### config.mk
export PLATFORM = sky130hd
export DESIGN_NAME = digit_scan_mux
export DESIGN_NICKNAME = d
export VERILOG_FILES = /design/src/rtl/digit_scan_mux.sv
export SDC_FILE = /design/constraint.sdc
export NUM_CORES = 1
export LEC_CHECK = 0
export BUFFER_PORTS_ARGS = -buffer_cell sky130_fd_sc_hd__buf_2
export CORE_AREA = 5 5 66 68
export DETAILED_ROUTE_END_ITERATION = 16
export DIE_AREA = 0 0 71 73
export GPL_ROUTABILITY_DRIVEN = 1
export GPL_TIMING_DRIVEN = 0
export HOLD_SLACK_MARGIN = 0.15
export PLACE_DENSITY = 0.7
export SETUP_SLACK_MARGIN = 0.15
export SLEW_MARGIN = 20
export SYNTH_ARGS = -nofsm -noshare
export SYNTH_HDL_FRONTEND = slang
export SYNTH_SLANG_ARGS = --single-unit
### constraint.sdc
create_clock -name clk -period 3.6 [get_ports clk]
set_input_delay 0.18 -clock clk [delete_from_list [all_inputs] [get_ports clk]]
set_output_delay 0.18 -clock clk [all_outputs]
set_load 0.05 [all_outputs]
### src/rtl/digit_scan_mux.sv
// digit_scan_mux: time-multiplexed scanner for the scoreboard display.
// A free-running prescaler steps a one-hot pointer through CH packed channels;
// each slot loads the selected channel onto a registered output and drives a
// matching one-hot digit enable.
//
// Optional feature macro: SCAN_SNAPSHOT_EN
//   defined   - data_in is captured into a shadow register on entry to
//               channel 0; channels 1..CH-1 read the shadow so one frame
//               shows one coherent value.
//   undefined - every slot reads live data_in at its tick.
//
// Ports:
//   clk          - clock, all state on rising edge
//   rst_n        - asynchronous active-low reset
//   en           - scan enable; low freezes all state
//   data_in      - CH packed W-bit channels, channel k at [k*W +: W]
//   blank_mask   - bit k blanks channel k (sampled at ticks only)
//   sel          - one-hot active-high digit enable, zero when blanked
//   dout         - selected channel data, registered
//   dout_valid   - high from the first tick until reset
//   frame_start  - one-cycle pulse on each entry to channel 0
module digit_scan_mux #(
    parameter int unsigned CH    = 4,
    parameter int unsigned W     = 4,
    parameter int unsigned DIV   = 50000,
    parameter int unsigned DIV_W = 16
) (
    input  logic            clk,
    input  logic            rst_n,
    input  logic            en,
    input  logic [CH*W-1:0] data_in,
    input  logic [CH-1:0]   blank_mask,
    output logic [CH-1:0]   sel,
    output logic [W-1:0]    dout,
    output logic            dout_valid,
    output logic            frame_start
);

    localparam int unsigned   BUS_W    = CH * W;
    localparam logic [DIV_W-1:0] PCNT_MAX = DIV_W'(DIV - 1);
    // Reset pointer sits on the last channel so the first tick enters channel 0.
    localparam logic [CH-1:0] PTR_RST  = {1'b1, {(CH-1){1'b0}}};
    localparam logic [CH-1:0] PTR_CH0  = CH'(1);

    logic [DIV_W-1:0] pcnt;
    logic [DIV_W-1:0] pcnt_nxt;
    logic [CH-1:0]    ptr;
    logic [CH-1:0]    ptr_nxt;
    logic             ptr_ok;
    logic             tick;
    logic             enter_ch0;
    logic [CH-1:0]    sel_nxt;
    logic [W-1:0]     dout_nxt;
    logic [BUS_W-1:0] src;

`ifdef SCAN_SNAPSHOT_EN
    logic [BUS_W-1:0] shadow;

    // Frame-coherent copy of the score, refreshed on entry to channel 0.
    always_ff @(posedge clk or negedge rst_n) begin
        if (!rst_n) begin
            shadow <= '0;
        end else if (enter_ch0) begin
            shadow <= data_in;
        end
    end

    // Channel 0 reads live data, which equals what the shadow captures that edge.
    assign src = {shadow[BUS_W-1:W], data_in[W-1:0]};
`else
    assign src = data_in;
`endif

    // Prescaler, pointer advance with lock-up recovery, and one-hot AND-OR select.
    always_comb begin
        tick      = en && (pcnt == PCNT_MAX);
        pcnt_nxt  = pcnt;
        ptr_nxt   = ptr;
        ptr_ok    = (ptr != '0) && ((ptr & (ptr - CH'(1))) == '0);
        sel_nxt   = '0;
        dout_nxt  = '0;

        if (en) begin
            pcnt_nxt = tick ? '0 : pcnt + DIV_W'(1);
        end

        // A corrupted pointer (zero or multi-hot) is forced back to channel 0.
        if (tick) begin
            ptr_nxt = ptr_ok ? {ptr[CH-2:0], ptr[CH-1]} : PTR_CH0;
        end

        enter_ch0 = tick && ptr_nxt[0];
        sel_nxt   = ptr_nxt & ~blank_mask;

        // Blanked channel has its select bit clear, so it contributes zero.
        for (int k = 0; k < int'(CH); k++) begin
            dout_nxt = dout_nxt | (src[k*W +: W] & {W{sel_nxt[k]}});
        end
    end

    // State and registered outputs.
    always_ff @(posedge clk or negedge rst_n) begin
        if (!rst_n) begin
            pcnt        <= '0;
            ptr         <= PTR_RST;
            sel         <= '0;
            dout        <= '0;
            dout_valid  <= 1'b0;
            frame_start <= 1'b0;
        end else begin
            pcnt        <= pcnt_nxt;
            ptr         <= ptr_nxt;
            frame_start <= enter_ch0;
            if (tick) begin
                sel        <= sel_nxt;
                dout       <= dout_nxt;
                dout_valid <= 1'b1;
            end
        end
    end

endmodule

=== Word level (Yosys, flattened, before mapping) ===
Cells that the tools add are included.

* Input port bits: 23
* Flip-flop bits (word level): 30

* Muxes and demuxes: 3
* Equal/unequal tests: 1
* $add $sub $neg: 2
* Bitwise gates (word level): 10
* Reductions and logical operators: 5

{| class="wikitable"
|+ Operator list
! operator !! count
|-
| $and 4x4->4 || 6
|-
| $add 16x1->16 const B || 1
|-
| $eq 16x16->1 const B || 1
|-
| $mux 16 || 1
|-
| $or 4x4->4 || 3
|-
| $mux 4 || 2
|-
| $logic_not 4->1 || 1
|-
| $not 4->4 || 1
|-
| $reduce_bool 4->1 || 1
|-
| $sub 4x1->4 const B || 1
|-
| $logic_and 1x1->1 || 3
|}

=== Longest topological paths before layout ===
Gate-level depths: netlist of run 1.

* Depth in word-level cells: 11
* Depth in mapped cells: 6
* Depth with buffers taken out: 5

=== Worst setup path after synthesis of run 1 ===
Ideal clock, no wire load.

* Path kind: flip-flop to flip-flop
* Start point: register pcnt[10]
* End point: register ptr[3]
* Data arrival time: 1.875 ns
* Path slack: 1.653 ns
* Stages on the path, launching flop included: 5
* Data required time: 3.528 ns
* Setup time: 0.072 ns
* Clock period less this slack: 1.947 ns
* Cells stage by stage: dfrtp_1 or4_1 or4_4 or3_1 o21ai_1

* Cells in the longest elaborated chain, start to end: 3

{| class="wikitable"
|+ RTL lines
! item !! RTL line !! RTL
|-
| from (decl) || 45 || <nowiki>logic [DIV_W-1:0] pcnt;</nowiki>
|-
| from (signal assigned) || 111 || <nowiki>pcnt <= pcnt_nxt;</nowiki>
|-
| $eq 16x16->1 || 76 || <nowiki>tick = en && (pcnt == PCNT_MAX);</nowiki>
|-
| $logic_and 1x1->1 || 76 ||
|-
| $mux 4 || 88 || <nowiki>if (tick) begin</nowiki>
|-
| named net ptr_nxt[3] || 48 || <nowiki>logic [CH-1:0] ptr_nxt;</nowiki>
|-
| to (signal assigned) || 112 || <nowiki>ptr <= ptr_nxt;</nowiki>
|-
| to (decl) || 47 || <nowiki>logic [CH-1:0] ptr;</nowiki>
|}

The timed path passes the listed nets, and every way through them passes these cells.
A chain may end at the register's enable or synchronous reset.

=== Final worst setup path of run 1 ===
* Start point: register pcnt[10]
* End point: register dout[2]

* Cells in the longest elaborated chain, start to end: 8

{| class="wikitable"
|+ RTL lines
! item !! RTL line !! RTL
|-
| $eq 16x16->1 * || 76 ||
|-
| $logic_and 1x1->1 * || 76 ||
|-
| $mux 4 || 88 ||
|-
| $and 4x4->4 || 93 || <nowiki>sel_nxt = ptr_nxt & ~blank_mask;</nowiki>
|-
| $and 4x4->4 || 97 || <nowiki>dout_nxt = dout_nxt | (src[k*W +: W] & {W{sel_nxt[k]}});</nowiki>
|-
| $or 4x4->4 (3 in series) || 97 ||
|-
| to (signal assigned) || 116 || <nowiki>dout <= dout_nxt;</nowiki>
|-
| to (decl) || 34 || <nowiki>output logic [W-1:0] dout,</nowiki>
|}

Mark *: on every way between the ends. The rest lies on a longest branch, timed or not.

==> run_results.csv, run 1 <==
group,metric,value,unit
global_routing,grt_pass1_wl,5600,um
layout,antenna_cells,0,
critical_path,path_class,"reg -> reg",
synth,synthesis.nets,161,
synth,syn_area_per_cell,10.3,um^2
die,dieArea,0.00518,mm^2
die,die_w,71,um
placed_design,placed_cell_area,0.00163,mm^2
synth,yosysUniqueCellTypes,35,
power_and_ir_drop,p_sw,216,uW
layout,final_area,0.00174,mm^2
sta,setup_viol,0,
sta,fin_tns_setup,0,ps
synth,netlist_area,0.00141,mm^2
synth,ys_warn_count,0,
layout,final-seq-area,752,um^2
drt,wl_met2,1520,um
clock_network,clockRootBuffer,"clkbuf_8",
synth,ys_seq_area_share,53.3,%
sta,fmax,0.454,GHz
synth,synth_common_cells,"dfrtp_1, nand2_1, nor2_1",
global_routing,grtUsageTotal,13.8,%
clock_network,cts_made_buffers,5,
power_and_ir_drop,power_leakage,0.869,nW
die,io_pins,33,
power_and_ir_drop,p_seq_share,52.7,%
sta,report.final.slew_viol_count,0,
clock_network,cts_buffer_depth,2,
power_and_ir_drop,p_comb_share,12.6,%
synth,async_reset_ff_share,100,%
critical_path,cpPeakStageDelay,580,ps
drt,drc,0,
global_routing,grt_pass1_vias,1170,
global_routing,gr-total-overflow,0,
die,initial_core_util,37.1,%
sta,slew_headroom,37.9,%
sta,period_share,61.2,%
synth,yosysMostFrequentCell,"dfrtp_1",
synth,ys.flop_type,"dfrtp_1",
layout,fillers,395,
sta,rsz0062_at_grt,"false",
sta,min_period,2200,ps
global_routing,antenna_found_initial,0,
die,rows,23,
clock_network,cts_resized,0,
placed_design,place.detailed.hpwl,2330,um
die,die_h,73,um
outcome,outcome,"completed",
layout,fin_cells,229,
power_and_ir_drop,clkPwrFrac,34.7,%
drt,drtAntennaViolNets,0,
global_routing,grt_max_degree,31,
clock_network,cts-hold-fix-buffers,2,
critical_path,path_cells,"or4_1, nor4_1, clkbuf_1, a31oi_1",
clock_network,path_clk_slew,60,ps
power_and_ir_drop,p_int,583,uW
power_and_ir_drop,power.density,458,mW/mm^2
critical_path,worst_setup_path_end_kind,"flop",
layout,fin_util,45.9,%
drt,top_layer,"met4",
placed_design,gp_congestion,0.778,
clock_network,clkLatencyLatePin,280,ps
critical_path,cp_slowest_cell,"or4_1",
synth,ys_ff_latch,30,
layout,multi_input_area,629,um^2
critical_path,crit_path_max_fanout,10,
power_and_ir_drop,switching_share,27.0,%
critical_path,cp.required,3730,ps
sta,skew,4.65,ps
die,core,0.00380,mm^2
clock_network,h-tree-depth,2,
power_and_ir_drop,ir_drop,199,uV
min_path,hp-class,"in -> reg",
drt,viasPerCell,5.14,
power_and_ir_drop,power,799,uW
critical_path,start_kind,"flop",
drt,wl_per_cell,13.7,um
placed_design,port_buffers,32,
drt,totalWireLength,3140,um
drt,dr.pass1.iters,4,
clock_network,cts_tree,"done",
layout,area_delta_synth_final,23.7,%
layout,drive_above_1_share,28.5,%
synth,syn_inst,137,
clock_network,clock-sinks,30,
clock_network,post_cts_buffers,0,
synth,synth-edff-count,0,
synth,yosysTopAreaCell,"dfrtp_1",
job,maxCapViolCount,0,
drt,wl_met3,119,um
synth,synth_area_leaders,"dfrtp_1, nand2_1, xnor2_1, nor2_1, a222oi_1",
sta,tightest_slew,918,ps
drt,m1WireLength,1420,um
drt,vias,1178,
placed_design,place_inst,219,
sta,hold_viol,0,
synth,synth.top_cell.area_share,51.5,%
critical_path,cp_data_arrival_time,2340,ps
drt,drtIter0Drc,62,
layout,finalNetCount,202,
## power groups by stage
| stage | Sequential (mW) | Combinational [mW] | Clock (mW) |
|---|---|---|---|
| floorplan | 0.415 | 0.0696 | 0 |
| global placement | 0.425 | 0.0947 | 0 |
| detailed placement | 0.426 | 0.102 | 0 |
| CTS | 0.420 | 0.103 | 0.287 |
| global route | 0.429 | 0.118 | 0.303 |
| finish | 0.420 | 0.101 | 0.277 |
## layout make-up
cell class | count | share of cell area, %
sequential | 30 | 43.1
multi-input combinational | 100 | 36.1
timing repair buffer | 34 | 10.3
clock buffer | 7 | 4.95
tap | 50 | 3.59
inverter | 4 | 0.861
buffer | 3 | 0.789
clock inverter | 1 | 0.287
## metal layers
layer	vias up	track usage, %
met1	573	17.1
li1	577	-
met2	21	21.6
met4	0	7.93
met3	7	3.99
met5	-	0
## registers in the layout (all words and copies together), names as in the netlist
signal / flops
sel: 4
ptr: 4
frame_start: 1
dout_valid: 1
dout: 4
pcnt: 16
## path summary, 6_finish.rpt
check                                             from  cells past startpoint  slack (ps)                      to
min in group asynchronous                        rst_n                      2         460     dout[2]$_DFFE_PN0N_
worst max-delay path              pcnt[10]$_DFFE_PN0P_                      4        1400     dout[2]$_DFFE_PN0N_
worst min-delay path                     blank_mask[1]                      4         220      sel[1]$_DFFE_PN0N_
max in group asynchronous                        rst_n                      2        2710     pcnt[4]$_DFFE_PN0P_
worst min register to register  dout_valid$_DFFE_PN0N_                      1         460  dout_valid$_DFFE_PN0N_
worst max register to register    pcnt[10]$_DFFE_PN0P_                      4        1400     dout[2]$_DFFE_PN0N_
## cells by family (layout without fill, tap and decap cells)
| group | count (synthesis) | count (layout) | share of synthesized area (%) |
|---|---|---|---|
| and+or+nand+nor | 65 | 65 | 24.8 |
| AOI/OAI and AO/OA | 19 | 19 | 9.32 |
| xor gates and xnor gates | 12 | 12 | 7.45 |
| buffers and inverters | 7 | 49 | 2.04 |
| DFF | 30 | 30 | 53.3 |
| adders and majority gates | 1 | 1 | 0.887 |
| muxes | 3 | 3 | 2.22 |
## critical path: cells and delay by family (launching register included)
| kind | cells | cell delay [ps] |
|---|---|---|
| compound gates | 1 | 160 |
| simple gates | 2 | 1030 |
| flops | 1 | 410 |
| buf+inv | 1 | 450 |
## cell usage in the layout, fill, tap and decap left out, types with 3 or more instances in the layout
cell	netlist	routed
nand2_1	20	20
xnor2_1	8	8
buf_2	2	34
nor3_1	4	4
or4b_2	4	4
o21ai_0	3	3
nor2_1	14	14
nand4_1	6	6
a222oi_1	4	4
xor2_1	4	4
clkbuf_8	0	6
nand3_1	3	3
inv_1	4	4
dfrtp_1	29	29
a31oi_1	4	4
## metrics by stage
stage                     worst slack (ps)  hold WS (ps)
after floorplan                       1650          -116
after global placement                1440           254
after detailed placement              1430           258
after CTS                             1420           207
after global routing                  1260           240
final                                 1400           221
Note: power is estimated with default switching activity, not from simulation.
==> run 2, diff against run 1 <==
==> constraint.sdc (replaced) <==
create_clock -name clk -period 2.1 [get_ports clk]
set_input_delay 0.105 -clock clk [delete_from_list [all_inputs] [get_ports clk]]
set_output_delay 0.105 -clock clk [all_outputs]
set_load 0.05 [all_outputs]
==> run 2 against run 1 <==
  * Combinational power increased by 130%
  * Global-route usage is 1.0 points higher
  * Clock skew increased by 0.80 ps
  * Fmax increased by 13%
  * Highest routed layer unchanged
  * First-iteration DRC count rose by 61%
  * Critical path depth stayed put
  * Critical path type unchanged
  * Critical endpoint is now ptr[2]$_DFF_PN0_
  * Non-clock buffer count up 12
  * Hold slack lost 52 ps
==> run_results.csv, run 2 (synthesis gave the netlist of run 1 again) <==
group,metric,value,unit
layout,area_delta_synth_final,33.9,%
sta,skew,5.45,ps
critical_path,worst_setup_path_end_kind,"flop",
drt,vias,1256,
power_and_ir_drop,power.density,752,mW/mm^2
critical_path,cp-endpoint,"ptr[2]$_DFF_PN0_",
critical_path,cp.required,2270,ps
sta,tightest_slew,663,ps
sta,rsz0062_at_grt,"true",
global_routing,antenna_found_initial,0,
placed_design,place.detailed.hpwl,2330,um
clock_network,clockRootBuffer,"clkbuf_8",
critical_path,cpPeakStageDelay,550,ps
clock_network,cts_tree,"done",
drt,drc,0,
critical_path,crit_path_max_fanout,10,
layout,multi_input_area,669,um^2
drt,drtAntennaViolNets,0,
sta,min_period,1960,ps
die,dieArea,0.00518,mm^2
critical_path,cp_num_buf_inv,1,
sta,period_share,93.3,%
sta,fin_tns_setup,0,ps
placed_design,port_buffers,32,
global_routing,grtUsageTotal,14.9,%
critical_path,crit_top_cell,"or4_4",
die,rows,23,
placed_design,place_inst,219,
placed_design,gp_congestion,0.778,
critical_path,crit-reg2reg-launch,"pcnt[11]$_DFFE_PN0P_",
drt,dr.pass1.iters,5,
die,core,0.00380,mm^2
critical_path,path_class,"reg -> reg",
layout,final_common_cell,"buf_2",
critical_path,timing.rr.end,"ptr[2]$_DFF_PN0_",
global_routing,grt_pass1_wl,5980,um
critical_path,path_cells,"or4_4, or4_4, buf_4, a21o_1",
drt,wl_met3,137,um
clock_network,clock-sinks,30,
layout,largest_reg_flops,16,
clock_network,path_clk_slew,60,ps
global_routing,grt_max_degree,31,
critical_path,r2r_cells,4,
layout,fin_cells,241,
layout,fin_util,49.7,%
critical_path,cp_data_arrival_time,2130,ps
clock_network,h-tree-depth,2,
critical_path,crit_path_start,"pcnt[11]$_DFFE_PN0P_",
power_and_ir_drop,power_leakage,0.932,nW
layout,antenna_cells,0,
layout,final_area,0.00189,mm^2
drt,viasPerCell,5.21,
die,die_w,71,um
job,maxCapViolCount,0,
critical_path,start_kind,"flop",
die,die_h,73,um
critical_path,path_delay_family,"simple AND/OR/NAND/NOR gates",
layout,fillers,373,
layout,top_register,"pcnt",
layout,final-seq-area,752,um^2
drt,m1WireLength,1440,um
clock_network,cts_buffer_depth,2,
drt,top_layer,"met4",
drt,wl_per_cell,14.1,um
sta,fmax,0.510,GHz
min_path,worstHoldStart,"data_in[4]",
sta,report.final.slew_viol_count,0,
global_routing,gr-total-overflow,0,
clock_network,clkLatencyLatePin,280,ps
drt,wl_met2,1720,um
clock_network,cts_made_buffers,5,
outcome,outcome,"completed",
global_routing,grt_pass1_vias,1253,
die,io_pins,33,
layout,mostFrequentLayoutCells,"buf_2, dfrtp_1, nand2_1",
die,initial_core_util,37.1,%
placed_design,placed_cell_area,0.00163,mm^2
min_path,hp-class,"in -> reg",
sta,hold_viol,0,
sta,slew_headroom,55.8,%
drt,totalWireLength,3400,um
power_and_ir_drop,ir_drop,347,uV
critical_path,cp_slowest_cell,"or4_4",
critical_path,cp.depth,4,
layout,drive_above_1_share,35.1,%
drt,drtIter0Drc,100,
layout,finalNetCount,214,
sta,setup_viol,0,
sta,holdWs,169,ps
critical_path,r2r_setup_slack,140,ps
## run 2: worst register-to-register path: stages (launching register included)
cell     delay (ps)
dfrtp_1         390
or4_4           550
or4_4           520
buf_4           200
a21o_1          190
## run 2: metal layers
metal / vias to the layer above / GRT usage (%)
met5: - / 0
met4: 0 / 7.93
met3: 9 / 4.13
met2: 25 / 24.1
met1: 619 / 18.0
li1: 603 / -
## run 2: cell type report
cell class | count | share of cell area, %
sequential | 30 | 39.8
multi-input combinational | 100 | 35.5
timing repair buffer | 46 | 14.7
clock buffer | 7 | 4.57
tap | 50 | 3.31
buffer | 3 | 1.06
inverter | 4 | 0.795
clock inverter | 1 | 0.265
## run 2: power breakdown
group | total, mW | internal, mW | switching (mW)
Combinational | 0.233 | 0.120 | 0.113
Sequential | 0.706 | 0.647 | 0.0593
Clock | 0.481 | 0.264 | 0.218
## run 2: timing repair
action / in CTS / in global routing
setup endpoints to repair: 21 / 14
hold buffers: 5 / 0
buffers inserted: 8 / 1
pin swaps: 3 / 0
gates resized for setup: 6 / 6
hold endpoints to repair: 35 / 0
## run 2: how the worst min path moves through the flow
| stage | to | cells past startpoint |
|---|---|---|
| floorplan | dout[0]$_DFFE_PN0N_ | 0 |
| global placement | dout[2]$_DFFE_PN0N_ | 1 |
| detailed placement | dout[2]$_DFFE_PN0N_ | 1 |
| CTS | dout[1]$_DFFE_PN0N_ | 3 |
| global route | sel[0]$_DFFE_PN0N_ | 3 |
| finish | dout[0]$_DFFE_PN0N_ | 3 |
## run 2: metrics by stage
| stage | worst slack (ps) | total power [mW] |
|---|---|---|
| global route | 92.8 | 1.50 |
| global placement | -58.6 | 0.890 |
| CTS | 163 | 1.43 |
| finish | 141 | 1.42 |
| floorplan | 153 | 0.830 |
| detailed placement | -73.9 | 0.906 |
==> run 3, diff against run 2 <==
--- a/config.mk
+++ b/config.mk
@@ -6,13 +6,14 @@
 export NUM_CORES = 1
 export LEC_CHECK = 0
 export BUFFER_PORTS_ARGS = -buffer_cell sky130_fd_sc_hd__buf_2
-export CORE_AREA = 5 5 66 68
+export CORE_AREA = 5 5 59 61
 export DETAILED_ROUTE_END_ITERATION = 16
-export DIE_AREA = 0 0 71 73
+export DIE_AREA = 0 0 64 66
 export GPL_ROUTABILITY_DRIVEN = 1
 export GPL_TIMING_DRIVEN = 0
 export HOLD_SLACK_MARGIN = 0.15
-export PLACE_DENSITY = 0.7
+export MAX_ROUTING_LAYER = met4
+export PLACE_DENSITY = 0.84
 export SETUP_SLACK_MARGIN = 0.15
 export SLEW_MARGIN = 20
 export SYNTH_ARGS = -nofsm -noshare
==> run 3 against run 2 <==
  * Core utilization rose by 19 points
  * Critical endpoint is now ptr[3]$_DFF_PN1_
  * Largest power group unchanged
  * Total power increased by 3.3%
  * Fmax down 3.6%
==> run_results.csv, run 3 (synthesis gave the netlist of run 1 again) <==
group,metric,value,unit
outcome,outcome,"completed",
global_routing,grtUsageTotal,22.0,%
global_routing,top_usage_layer,"met2",
critical_path,cp_data_arrival_time,2310,ps
clock_network,path_clk_slew,100,ps
die,die_h,66,um
global_routing,gr-total-overflow,0,
sta,hold_viol,0,
critical_path,timing.rr.end,"ptr[3]$_DFF_PN1_",
placed_design,gp_congestion,0.838,
drt,viasPerCell,5.95,
clock_network,clock-sinks,30,
sta,skew,6.65,ps
placed_design,port_buffers,32,
sta,fmax,0.492,GHz
job,maxCapViolCount,0,
sta,fin_tns_setup,0,ps
sta,min_period,2030,ps
layout,mostFrequentLayoutCells,"buf_2, dfrtp_1, nand2_1",
layout,antenna_cells,0,
sta,worst_slack,68.8,ps
sta,setup_viol,0,
power_and_ir_drop,power_leakage,0.977,nW
drt,drtIter0Drc,75,
sta,period_share,96.7,%
power_and_ir_drop,ir_drop,699,uV
clock_network,h-tree-depth,2,
clock_network,clockRootBuffer,"clkbuf_4",
drt,totalWireLength,4280,um
critical_path,cp.required,2380,ps
clock_network,cts_made_buffers,5,
drt,dr.pass1.iters,4,
global_routing,grt_pass1_wl,6870,um
global_routing,grt_util_met2,37.3,%
critical_path,crit-reg2reg-launch,"pcnt[4]$_DFFE_PN0P_",
placed_design,place.detailed.hpwl,2380,um
critical_path,r2r_cells,4,
placed_design,place_ws,-62.0,ps
layout,area_delta_synth_final,42.0,%
layout,largest_reg_flops,16,
min_path,worstHoldStart,"data_in[8]",
sta,rsz0062_at_grt,"true",
drt,drtAntennaViolNets,0,
die,io_pins,33,
min_path,whs_path_depth,3,
die,rows,20,
layout,fin_util,68.4,%
global_routing,met1_usage,23.3,%
drt,drc,0,
drt,wl_per_cell,18.1,um
clock_network,clkLatencyLatePin,340,ps
layout,top_register,"pcnt",
global_routing,grt_max_degree,31,
die,dieArea,0.00422,mm^2
min_path,hold-path-endpoint,"dout[0]$_DFFE_PN0N_",
layout,finalNetCount,227,
die,die_w,64,um
layout,drive_above_1_share,32.8,%
critical_path,worst_setup_path_end_kind,"flop",
placed_design,place_inst,202,
global_routing,antenna_found_initial,0,
global_routing,met3_usage,5.78,%
clock_network,cts_tree,"done",
sta,report.final.slew_viol_count,0,
clock_network,cts_buffer_depth,2,
layout,fin_cells,237,
placed_design,placed_cell_area,0.00161,mm^2
sta,slew_headroom,55.6,%
critical_path,r2r_setup_slack,70,ps
power_and_ir_drop,power.density,733,mW/mm^2
die,core,0.00293,mm^2
critical_path,start_kind,"flop",
min_path,hp-class,"in -> reg",
layout,final_area,0.00200,mm^2
layout,final_common_cell,"buf_2",
power_and_ir_drop,power,1.47,mW
sta,tightest_slew,666,ps
sta,holdWs,157,ps
critical_path,crit_path_max_fanout,5,
die,initial_core_util,48.2,%
drt,vias,1410,
global_routing,grt_pass1_vias,1473,
critical_path,path_class,"reg -> reg",
==> run 3: cell type report <==
type	instances	area, um^2
plain buffers	3	23.8
clock buffers	5	37.5
clock inverters	3	45.0
fillers	199	926
inverters	4	15.0
multi-input cells	100	677
flip-flops and latches	30	752
well taps	33	41.3
repair buffers	59	410
==> run 3: timing repair <==
item,CTS,global route
endpoints found under the hold margin,40,2
pin swaps,2,0
endpoints found under the setup margin,21,16
resized for setup,6,7
hold buffers,18,1
setup buffers,7,1
==> run 3: power by group <==
group	internal (mW)	total (mW)	switching [mW]
Combinational	0.151	0.285	0.134
Clock	0.250	0.472	0.222
Sequential	0.646	0.710	0.0641
==> run 3: how the worst max path moves through the flow <==
stage                         startpoint                   to  depth (start not counted)
finish               pcnt[4]$_DFFE_PN0P_     ptr[3]$_DFF_PN1_                          4
global route         pcnt[5]$_DFFE_PN0P_     ptr[3]$_DFF_PN1_                          4
CTS                  pcnt[4]$_DFFE_PN0P_  pcnt[1]$_DFFE_PN0P_                          5
detailed placement  pcnt[10]$_DFFE_PN0P_  dout[2]$_DFFE_PN0N_                          4
global placement    pcnt[10]$_DFFE_PN0P_  dout[2]$_DFFE_PN0N_                          4
floorplan           pcnt[10]$_DFFE_PN0P_     ptr[3]$_DFF_PN1_                          4
==> run 3: routing by layer <==
layer	wire [um]	part of all wire [%]
met1	1520	36
met2	2330	54
met3	276	6.4
met4	154	3.6
met5	0	0
==> run 3: worst max-delay path: stages, from the launching register on <==
cell and delay, ps:
dfrtp_1 410, or4bb_4 580, or4_4 580, or3_1 320, o21ai_1 80
